===== src/rtl/mdu_sequencer.sv =====
// mdu_sequencer
// Iterative RV32M multiply/divide unit that sits next to the EX-stage ALU.
// Each accepted operation runs a radix-2 loop, one bit per cycle: shift-add
// for multiplies and restoring division for divides. The result is registered
// and the pipeline is held while the unit works.
//
// Ports
//   i_Clock   : clock, rising edge
//   i_Reset   : asynchronous reset, active low
//   i_start   : request a new operation (sampled only in IDLE)
//   i_op      : 000 MUL, 001 MULH, 010 MULHSU, 011 MULHU,
//               100 DIV, 101 DIVU, 110 REM,    111 REMU
//   i_dataA   : rs1 (multiplicand / dividend)
//   i_dataB   : rs2 (multiplier / divisor)
//   i_flush   : abort the operation in flight; its result is discarded
//   o_busy    : unit is not idle
//   o_stall   : hold request to the EX stage
//   o_valid   : one-cycle pulse, o_result carries a new value
//   o_result  : registered result, held until the next o_valid
//
// State  | meaning
// -------+-----------------------------------------------------------------
// IDLE   | waiting for i_start; divide-by-zero/overflow resolve here
// CALC   | one multiply or divide iteration per cycle, WIDTH iterations
// FIXUP  | sign correction and result selection into o_result
// DONE   | o_valid high for this single cycle
module mdu_sequencer #(
  parameter int WIDTH = 32
) (
  input  logic             i_Clock,
  input  logic             i_Reset,
  input  logic             i_start,
  input  logic [2:0]       i_op,
  input  logic [WIDTH-1:0] i_dataA,
  input  logic [WIDTH-1:0] i_dataB,
  input  logic             i_flush,
  output logic             o_busy,
  output logic             o_stall,
  output logic             o_valid,
  output logic [WIDTH-1:0] o_result
);

  localparam int CW = $clog2(WIDTH);

  localparam logic [1:0] S_IDLE  = 2'd0;
  localparam logic [1:0] S_CALC  = 2'd1;
  localparam logic [1:0] S_FIXUP = 2'd2;
  localparam logic [1:0] S_DONE  = 2'd3;

  localparam logic [2:0] OP_MUL    = 3'b000;
  localparam logic [2:0] OP_MULH   = 3'b001;
  localparam logic [2:0] OP_MULHSU = 3'b010;
  localparam logic [2:0] OP_MULHU  = 3'b011;
  localparam logic [2:0] OP_DIV    = 3'b100;
  localparam logic [2:0] OP_DIVU   = 3'b101;
  localparam logic [2:0] OP_REM    = 3'b110;

  localparam logic [WIDTH-1:0] INT_MIN = {1'b1, {(WIDTH-1){1'b0}}};

  logic [1:0]       state_q,  state_d;
  logic [CW-1:0]    cnt_q,    cnt_d;
  logic [2:0]       op_q,     op_d;
  // hi: upper product half during multiply, WIDTH+1-bit partial remainder
  // during divide. lo: multiplier shifting out / dividend shifting out while
  // quotient bits shift in. opb: multiplicand or divisor magnitude.
  logic [WIDTH:0]   hi_q,     hi_d;
  logic [WIDTH-1:0] lo_q,     lo_d;
  logic [WIDTH-1:0] opb_q,    opb_d;
  logic             neg_q,    neg_d;
  logic [WIDTH-1:0] result_q, result_d;

  // ---------------------------------------------------------------------
  // Acceptance decode (operates on the live inputs in IDLE)
  // ---------------------------------------------------------------------
  logic             a_signed, b_signed;
  logic             a_neg, b_neg;
  logic [WIDTH-1:0] a_mag, b_mag;
  logic             div_zero, div_ovf;
  logic [WIDTH-1:0] special_res;

  always_comb begin
    a_signed = (i_op == OP_MULH) || (i_op == OP_MULHSU) ||
               (i_op == OP_DIV)  || (i_op == OP_REM);
    b_signed = (i_op == OP_MULH) || (i_op == OP_DIV) || (i_op == OP_REM);
    a_neg    = a_signed & i_dataA[WIDTH-1];
    b_neg    = b_signed & i_dataB[WIDTH-1];
    a_mag    = a_neg ? (~i_dataA + 1'b1) : i_dataA;
    b_mag    = b_neg ? (~i_dataB + 1'b1) : i_dataB;

    div_zero = i_op[2] && (i_dataB == '0);
    // Only the signed divides (op[0]=0) can overflow.
    div_ovf  = i_op[2] && !i_op[0] && (i_dataA == INT_MIN) && (i_dataB == '1);

    if (div_zero) begin
      special_res = i_op[1] ? i_dataA : '1;
    end else begin
      special_res = i_op[1] ? '0 : INT_MIN;
    end
  end

  // ---------------------------------------------------------------------
  // One iteration of the loop
  // ---------------------------------------------------------------------
  logic [WIDTH:0]   mul_sum;
  logic [WIDTH+1:0] div_shift;
  logic [WIDTH+1:0] div_diff;
  logic             div_ok;

  always_comb begin
    if (lo_q[0]) begin
      mul_sum = {1'b0, hi_q[WIDTH-1:0]} + {1'b0, opb_q};
    end else begin
      mul_sum = {1'b0, hi_q[WIDTH-1:0]};
    end

    div_shift = {hi_q, lo_q[WIDTH-1]};
    div_diff  = div_shift - {2'b00, opb_q};
    // No borrow out of the trial subtraction means the quotient bit is 1.
    div_ok    = !div_diff[WIDTH+1];
  end

  // ---------------------------------------------------------------------
  // Sign correction and result selection
  // ---------------------------------------------------------------------
  logic [2*WIDTH-1:0] product;
  logic [2*WIDTH-1:0] prod_fix;
  logic [WIDTH-1:0]   quot_fix;
  logic [WIDTH-1:0]   rem_fix;
  logic [WIDTH-1:0]   fix_res;

  always_comb begin
    product  = {hi_q[WIDTH-1:0], lo_q};
    prod_fix = neg_q ? (~product + 1'b1) : product;
    quot_fix = neg_q ? (~lo_q + 1'b1) : lo_q;
    rem_fix  = neg_q ? (~hi_q[WIDTH-1:0] + 1'b1) : hi_q[WIDTH-1:0];

    case (op_q)
      OP_MUL:                       fix_res = prod_fix[WIDTH-1:0];
      OP_MULH, OP_MULHSU, OP_MULHU: fix_res = prod_fix[2*WIDTH-1:WIDTH];
      OP_DIV, OP_DIVU:              fix_res = quot_fix;
      default:                      fix_res = rem_fix;
    endcase
  end

  // ---------------------------------------------------------------------
  // Next-state logic
  // ---------------------------------------------------------------------
  always_comb begin
    state_d  = state_q;
    cnt_d    = cnt_q;
    op_d     = op_q;
    hi_d     = hi_q;
    lo_d     = lo_q;
    opb_d    = opb_q;
    neg_d    = neg_q;
    result_d = result_q;

    if (i_flush) begin
      // Abort from any state; o_result is deliberately left untouched.
      state_d = S_IDLE;
    end else begin
      case (state_q)
        S_IDLE: begin
          if (i_start) begin
            op_d  = i_op;
            // Remainder follows the dividend; product/quotient the XOR.
            neg_d = (i_op == OP_REM) ? a_neg : (a_neg ^ b_neg);
            if (div_zero || div_ovf) begin
              result_d = special_res;
              state_d  = S_DONE;
            end else begin
              hi_d    = '0;
              lo_d    = i_op[2] ? a_mag : b_mag;
              opb_d   = i_op[2] ? b_mag : a_mag;
              cnt_d   = CW'(WIDTH - 1);
              state_d = S_CALC;
            end
          end
        end

        S_CALC: begin
          if (op_q[2]) begin
            hi_d = div_ok ? div_diff[WIDTH:0] : div_shift[WIDTH:0];
            lo_d = {lo_q[WIDTH-2:0], div_ok};
          end else begin
            hi_d = {1'b0, mul_sum[WIDTH:1]};
            lo_d = {mul_sum[0], lo_q[WIDTH-1:1]};
          end

          if (cnt_q == '0) begin
            state_d = S_FIXUP;
          end else begin
            cnt_d = cnt_q - 1'b1;
          end
        end

        S_FIXUP: begin
          result_d = fix_res;
          state_d  = S_DONE;
        end

        default: begin
          state_d = S_IDLE;
        end
      endcase
    end
  end

  always_ff @(posedge i_Clock or negedge i_Reset) begin
    if (!i_Reset) begin
      state_q  <= S_IDLE;
      cnt_q    <= '0;
      op_q     <= '0;
      hi_q     <= '0;
      lo_q     <= '0;
      opb_q    <= '0;
      neg_q    <= 1'b0;
      result_q <= '0;
    end else begin
      state_q  <= state_d;
      cnt_q    <= cnt_d;
      op_q     <= op_d;
      hi_q     <= hi_d;
      lo_q     <= lo_d;
      opb_q    <= opb_d;
      neg_q    <= neg_d;
      result_q <= result_d;
    end
  end

  assign o_busy   = (state_q != S_IDLE);
  assign o_valid  = (state_q == S_DONE);
  assign o_result = result_q;
  assign o_stall  = ((state_q == S_IDLE) && i_start && !i_flush) ||
                    (state_q == S_CALC) || (state_q == S_FIXUP);

endmodule


===== config.mk =====
export PLATFORM = sky130hd
export DESIGN_NAME = mdu_sequencer
export DESIGN_NICKNAME = d
export VERILOG_FILES = /design/src/rtl/mdu_sequencer.sv
export SDC_FILE = /design/constraint.sdc
export NUM_CORES = 1
export LEC_CHECK = 0
export CAP_MARGIN = 40
export CELL_PAD_IN_SITES_DETAIL_PLACEMENT = 1
export CELL_PAD_IN_SITES_GLOBAL_PLACEMENT = 1
export CORE_ASPECT_RATIO = 0.75
export CORE_MARGIN = 1
export CORE_UTILIZATION = 45
export DETAILED_ROUTE_END_ITERATION = 8
export DONT_BUFFER_PORTS = 1
export PLACE_DENSITY_LB_ADDON = 0.1
export SLEW_MARGIN = 20
export SYNTH_ARGS = -nofsm -noshare
export SYNTH_HDL_FRONTEND = slang
export SYNTH_SLANG_ARGS = --single-unit

===== constraint.sdc =====
create_clock -name i_Clock -period 8.9 [get_ports i_Clock]
set_input_delay 0.89 -clock i_Clock [delete_from_list [all_inputs] [get_ports i_Clock]]
set_output_delay 0.89 -clock i_Clock [all_outputs]
set_load 0.005 [all_outputs]

==> results.txt, run 1 <==
fin util = 48.0%
drt pass-1 iters = 7
Clock Latency Late Sink = 0.45 ns
H-tree depth = 4
WP data required = 9.27 ns
Max FO, Critical Path = 32
Post-DRT Antenna Nets = 0
Yosys cell types = 91
min-delay worst type = primary input to asynchronous set/reset pin
Buf+Inv Stages, Crit Path = 1
Final Slew Violations = 0
I/O Buffers = 0
CTS buffer count = 17
CTS tree = yes
EDFF count, synth = 0
placed instance area = 15400 um2
Core Box Area = 33500 um2
Clock Tree Buf Depth = 2
diodes inserted = 0
Max Cap Viol = 0
starting density of the core = 45.6%
Yosys warning total = 0
worst setup path class = flop to flop
WL final = 65600 um
Total GRT Usage = 37.7%
fraction of registers with async set/reset = 100%
Clock transition at path regs = 0.07 ns
drc violations = 0
first-pass GRT wire length = 99300 um
syn_nets = 2175
CP top delay family = compound AO/OA/AOI/OAI gates
CTS resizes = 0
Cell Chain, Critical Path = ha_1 > a21oi_1 > o21ai_0 > o41ai_1 > o31ai_1 > nor3_2 > buf_4 > nand3_1 > or3_1 > o211ai_1
Setup TNS Final = 0 ns
layout overhead on the synthesized area = 5.21%
Final Instance Area = 16100 um2
synthesized area per cell = 7.53 um2
final worst path period share = 49.3%
Post-Syn Area = 15300 um2
Die ar. = 34700 um2
DR WL/cell = 27.5 um
pin count of the biggest net entering global routing = 141
# nets final = 2074
Routability Congestion = 0.997
crit path max-delay cell type = o41ai_1
# hold bufs at CTS = 0
worst path arrival time = 4.75 ns
final setup skew = 0.0138 ns
relative slew slack = 34.0%
hpwl dp = 51100 um
Filler cells = 4163
initial antenna violation count = 2
GRT Residual Overflow = 0
Worst VDD drop = 0.187 mV
Max Fclk = 228 MHz
R2R setup slack = 4.51 ns
sequential fraction of the synthesis area = 23.0%
Critical Path Start Type = flop
Final Hold Fails = 0
synthesized instance count = 2027
ys flop type = dfrtp_1
num rows = 58
Via Count = 16207
vias in the first global route = 15584
postcts setup bufs = 0
# IOs = 106
setup violators final = 0
synthesized flop and latch total = 140
die width = 215 um
number of DRC markers in iteration 0 = 1769
RSZ-0062 raised after global routing = no
chip height = 161 um
fraction of layout cells with a size suffix above 1 = 7.27%
Crit path largest cell delay = 0.92 ns
Pleak = 6.36 nW
post-layout min period = 4.39 ns
Worst setup EP type = flop
clock root buffer master = clkbuf_16
power per cell area = 442 nW/um2
outcome = finished, final reports clean
CTS sink count = 140
Worst-Margin Slew = 0.977 ns
Vias/cell = 6.78
[kinds of logic after synthesis]
kind of cell             after synthesis  synth area share (%)
AO/OA/AOI/OAI                        719                  30.1
XOR/XNOR                             168                  9.64
adder cells (fa/ha/maj)               77                  6.41
buffers and inverters                221                  5.77
flip-flops                           140                  23.0
multiplexers                          76                  5.38
AND/OR/NAND/NOR                      626                  19.7
[final cells by class]
cell class	instances	area, um2	share of cell area [%]
tap	450	563	3.51
clock inverter	13	130	0.810
timing repair buffer	26	224	1.39
multi-input combinational	1666	10900	67.9
sequential	140	3510	21.8
inverter	75	282	1.75
clock buffer	19	453	2.82
[routing by layer]
| layer | track usage [%] | vias to the layer above | part of all wire, % |
|---|---|---|---|
| met2 | 54.7 | 674 | 42 |
| met4 | 8.31 | 2 | 1.9 |
| li1 | - | 7276 | - |
| met5 | 0 | - | 0.020 |
| met3 | 9.49 | 76 | 10 |
| met1 | 55.7 | 8179 | 46 |
[path summary, 6_finish.rpt]
path	startpoint	end	cells after the start
max reg2reg	hi_q[13]	hi_q[24]	10
min reg2reg	o_result[29]	o_result[29]	1
min in group i_Clock	o_result[29]	o_result[29]	1
max in group asynchronous	i_Reset	o_result[23]	0
max	hi_q[13]	hi_q[24]	10
min	i_Reset	hi_q[30]	0
[flip-flops by register name (all words and copies together) (netlist names)]
name      count
hi_q         33
lo_q         32
neg_q         1
cnt_q         5
state_q       2
o_result     32
opb_q        32
op_q          3
[through the flow]
stage          setup slack, ns  hold slack [ns]  total power [W]  cells
2_1_floorplan             5.39            0.462          0.00477   2027
3_3_place_gp              4.55            0.487          0.00605   2350
3_5_place_dp              4.42            0.495          0.00620   2353
4_1_cts                   4.69            0.119          0.00696   2385
5_1_grt                   4.39            0.110          0.00760   2389
6_report                  4.51            0.126          0.00710   2389
[cells in the mapped netlist, types with 20 or more instances]
cell	number	area share, %
or4_1	20	0.98
nand2b_1	24	0.98
inv_1	74	1.8
ha_1	75	6.1
a211oi_1	46	2.3
or3_1	24	0.98
nand3_1	31	1.0
mux2_2	38	2.8
o21ai_0	183	6.0
o31ai_1	46	2.3
nor4_1	20	0.82
nor3_1	36	1.2
nor2_1	208	5.1
nand2_1	170	4.2
xnor2_1	93	5.3
a31oi_1	43	1.8
xor2_1	75	4.3
mux2i_1	37	2.4
a21o_1	26	1.3
a21oi_1	186	6.1
clkbuf_1	122	3.0
nand4_1	20	0.82
dfrtp_1	140	23
[power breakdown]
part	internal, W	switching [W]
Clock	0.000405	0.000325
Sequential	0.000916	0.000607
Combinational	0.00182	0.00303
[layout by cell type, fill, tap and decap left out, drive strengths merged, types with 20 or more instances in the layout]
master | synthesis | layout
a31oi | 43 | 43
or3 | 25 | 25
nand3 | 31 | 31
xnor2 | 93 | 93
mux2i | 37 | 37
nand2 | 171 | 171
or4 | 23 | 23
a21oi | 188 | 188
nor4 | 23 | 23
o31ai | 46 | 46
buf | 24 | 26
ha | 75 | 75
inv | 74 | 79
a21o | 27 | 27
nand4 | 20 | 20
a211oi | 46 | 46
nor3 | 38 | 38
nor2 | 209 | 209
nand2b | 24 | 24
xor2 | 75 | 75
mux2 | 38 | 38
dfrtp | 140 | 140
o21ai | 190 | 190
No activity file was read; power rests on OpenSTA's default activity.
==> inputs of run 2 (changes only) <==
CORE_UTILIZATION = 44   (was 45)
clock period = 3.8 ns   (was 8.9 ns; I/O delays follow)
==> run 2 against run 1 <==
Via count up 2.4%. Cell area is 4.6% higher. Highest routed layer unchanged. Clock skew down 0.0046 ns. Clock-buffer cell count decreased by 2. Cell count increased by 3.7%. Worst setup slack lost 4.3 ns. Die area rose by 2.2%. First-iteration DRC count is 18% higher.
==> results.txt, run 2 (synthesis gave the netlist of run 1 again) <==
outcome = finished, final reports clean
Core Box Area = 33800 um2 (+1.1%)
Clock Tree Buf Depth = 2 (unchanged)
Cell Chain, Critical Path = or3_1 > or4_1 > or4_1 > and2_1 > o31ai_1 > xnor2_1 > a221oi_1 > o221ai_1
WP data required = 4.11 ns (-5.16 ns)
Critical Path Start Type = flop
worst setup path class = flop to flop
clock root buffer master = clkbuf_16
Post-DRT Antenna Nets = 0 (unchanged)
Worst-Margin Slew = 0.881 ns (-0.0963 ns)
DP Cell Count = 2442 (+3.8%)
DR WL/cell = 27.7 um (+0.83%)
Via Count = 16598 (+2.4%)
final worst path period share = 95.0% (+46 points)
# nets final = 2162 (+4.2%)
CP startpoint = hi_q[11]
min-delay worst type = primary input to flop
Tot Pwr = 0.0177 W (+150%)
CTS buffer count = 17 (unchanged)
drc violations = 0 (unchanged)
Largest register FFs = 33 (unchanged)
number of DRC markers in iteration 0 = 2079 (+18%)
first-pass GRT wire length = 102000 um (+2.8%)
reg2reg start = hi_q[11]
Worst setup EP type = flop
power per cell area = 1050 nW/um2 (+140%)
commonest non-fill, non-tap cells in the layout = nor2_1 (208), a21oi_1 (186), o21ai_0 (181)
die width = 217 um (+1.1%)
Buf+Inv Stages, Crit Path = 0 (-1)
initial antenna violation count = 5 (+3)
hpwl dp = 53900 um (+5.6%)
Max Fclk = 277 MHz (+21%)
Vias/cell = 6.70 (-1.2%)
Total GRT Usage = 38.3% (+0.58 points)
I/O Buffers = 0 (unchanged)
Clock Latency Late Sink = 0.46 ns (about the same)
Die ar. = 35400 um2 (+2.2%)
fraction of layout cells with a size suffix above 1 = 11.4% (+4.1 points)
num rows = 58 (unchanged)
starting density of the core = 45.1% (-0.49 points)
CP Capture Point = o_result[22]
CP dominant cell by count = or4_1
H-tree depth = 4 (unchanged)
R2R cell count = 8 (-2)
Pleak = 6.82 nW (+7.2%)
GRT Residual Overflow = 0 (unchanged)
Final Slew Violations = 0 (unchanged)
R2R Path End = o_result[22]
post-layout min period = 3.61 ns (-0.775 ns)
worst path arrival time = 3.92 ns (-0.83 ns)
Setup TNS Final = 0 ns (unchanged)
relative slew slack = 41.3% (+7.3 points)
setup violators final = 0 (unchanged)
layout overhead on the synthesized area = 10.0%
Clock transition at path regs = 0.07 ns (about the same)
Levels on crit path = 8 (-2)
Finished Layout Cells = 2477 (+3.7%)
WL final = 68600 um (+4.5%)
CP top delay family = simple AND/OR/NAND/NOR gates
pin count of the biggest net entering global routing = 141 (unchanged)
R2R setup slack = 0.19 ns (-4.32 ns)
Worst VDD drop = 0.472 mV (+150%)
placed instance area = 16100 um2 (+4.5%)
# IOs = 106 (unchanged)
crit path max-delay cell type = or3_1
CTS tree = yes
RSZ-0062 raised after global routing = no
Largest Register = hi_q
Max FO, Critical Path = 9 (-72%)
Max Cap Viol = 0 (unchanged)
Crit path largest cell delay = 0.63 ns (-0.29 ns)
CTS sink count = 140 (unchanged)
final setup skew = 0.00917 ns (-0.00465 ns)
Final Instance Area = 16800 um2 (+4.6%)
Routability Congestion = 1.02 (+1.9%)
drt pass-1 iters = 6 (-1)
chip height = 163 um (+1.1%)
commonest non-fill, non-tap cell in the layout = nor2_1
vias in the first global route = 15740 (+1.0%)
Final Hold Fails = 0 (unchanged)
==> run 2: worst min path at each step <==
stage,depth (start not counted),end,from
6_report,1,op_q[0],i_op[0]
5_1_grt,1,op_q[0],i_op[0]
4_1_cts,1,op_q[0],i_op[0]
3_5_place_dp,0,hi_q[30],i_Reset
3_3_place_gp,0,hi_q[29],i_Reset
2_1_floorplan,0,cnt_q[0],i_Reset
==> run 2: what timing repair did <==
action | 4_1_cts | 5_1_grt
buffers inserted | 0 | 0
resized for setup | 1 | 5
hold endpoints to repair | 142 | 0
pin swaps | 0 | 1
hold buffers | 3 | 0
endpoints found under the setup margin | 2 | 8
==> run 2: routing by layer <==
metal | part of all wire [%] | track usage, % | up-vias
li1 | - | - | 7420
met1 | 46 | 57.1 | 8303
met2 | 41 | 53.8 | 769
met3 | 10 | 9.72 | 102
met4 | 2.3 | 10.2 | 4
met5 | 0.073 | 0 | -
==> run 2: final cells by class <==
type	count	area (um2)
multi-input cells	1666	10900
well taps	450	563
inverters	75	282
fillers	4238	17000
clock inverters	13	169
clock buffers	17	425
repair buffers	114	918
diodes	2	5.00
flip-flops and latches	140	3510
==> run 2: where the power goes <==
part / leakage [nW] / switching [W] / internal [W]
registers: 1.72 / 0.000849 / 0.00216
logic: 4.82 / 0.00807 / 0.00479
clock network: 0.278 / 0.000767 / 0.00103
total: 6.82 / 0.00969 / 0.00798
==> run 2: per-stage QoR <==
step	hold slack [ns]	setup slack, ns	utilization, %
final	0.0812	0.190	49.7
after global routing	0.0846	0.0171	49.6
after CTS	0.0702	0.119	49.6
after detailed placement	0.0887	-0.0342	47.7
after global placement	0.0872	0.226	47.7
after floorplan	0.0844	0.658	-
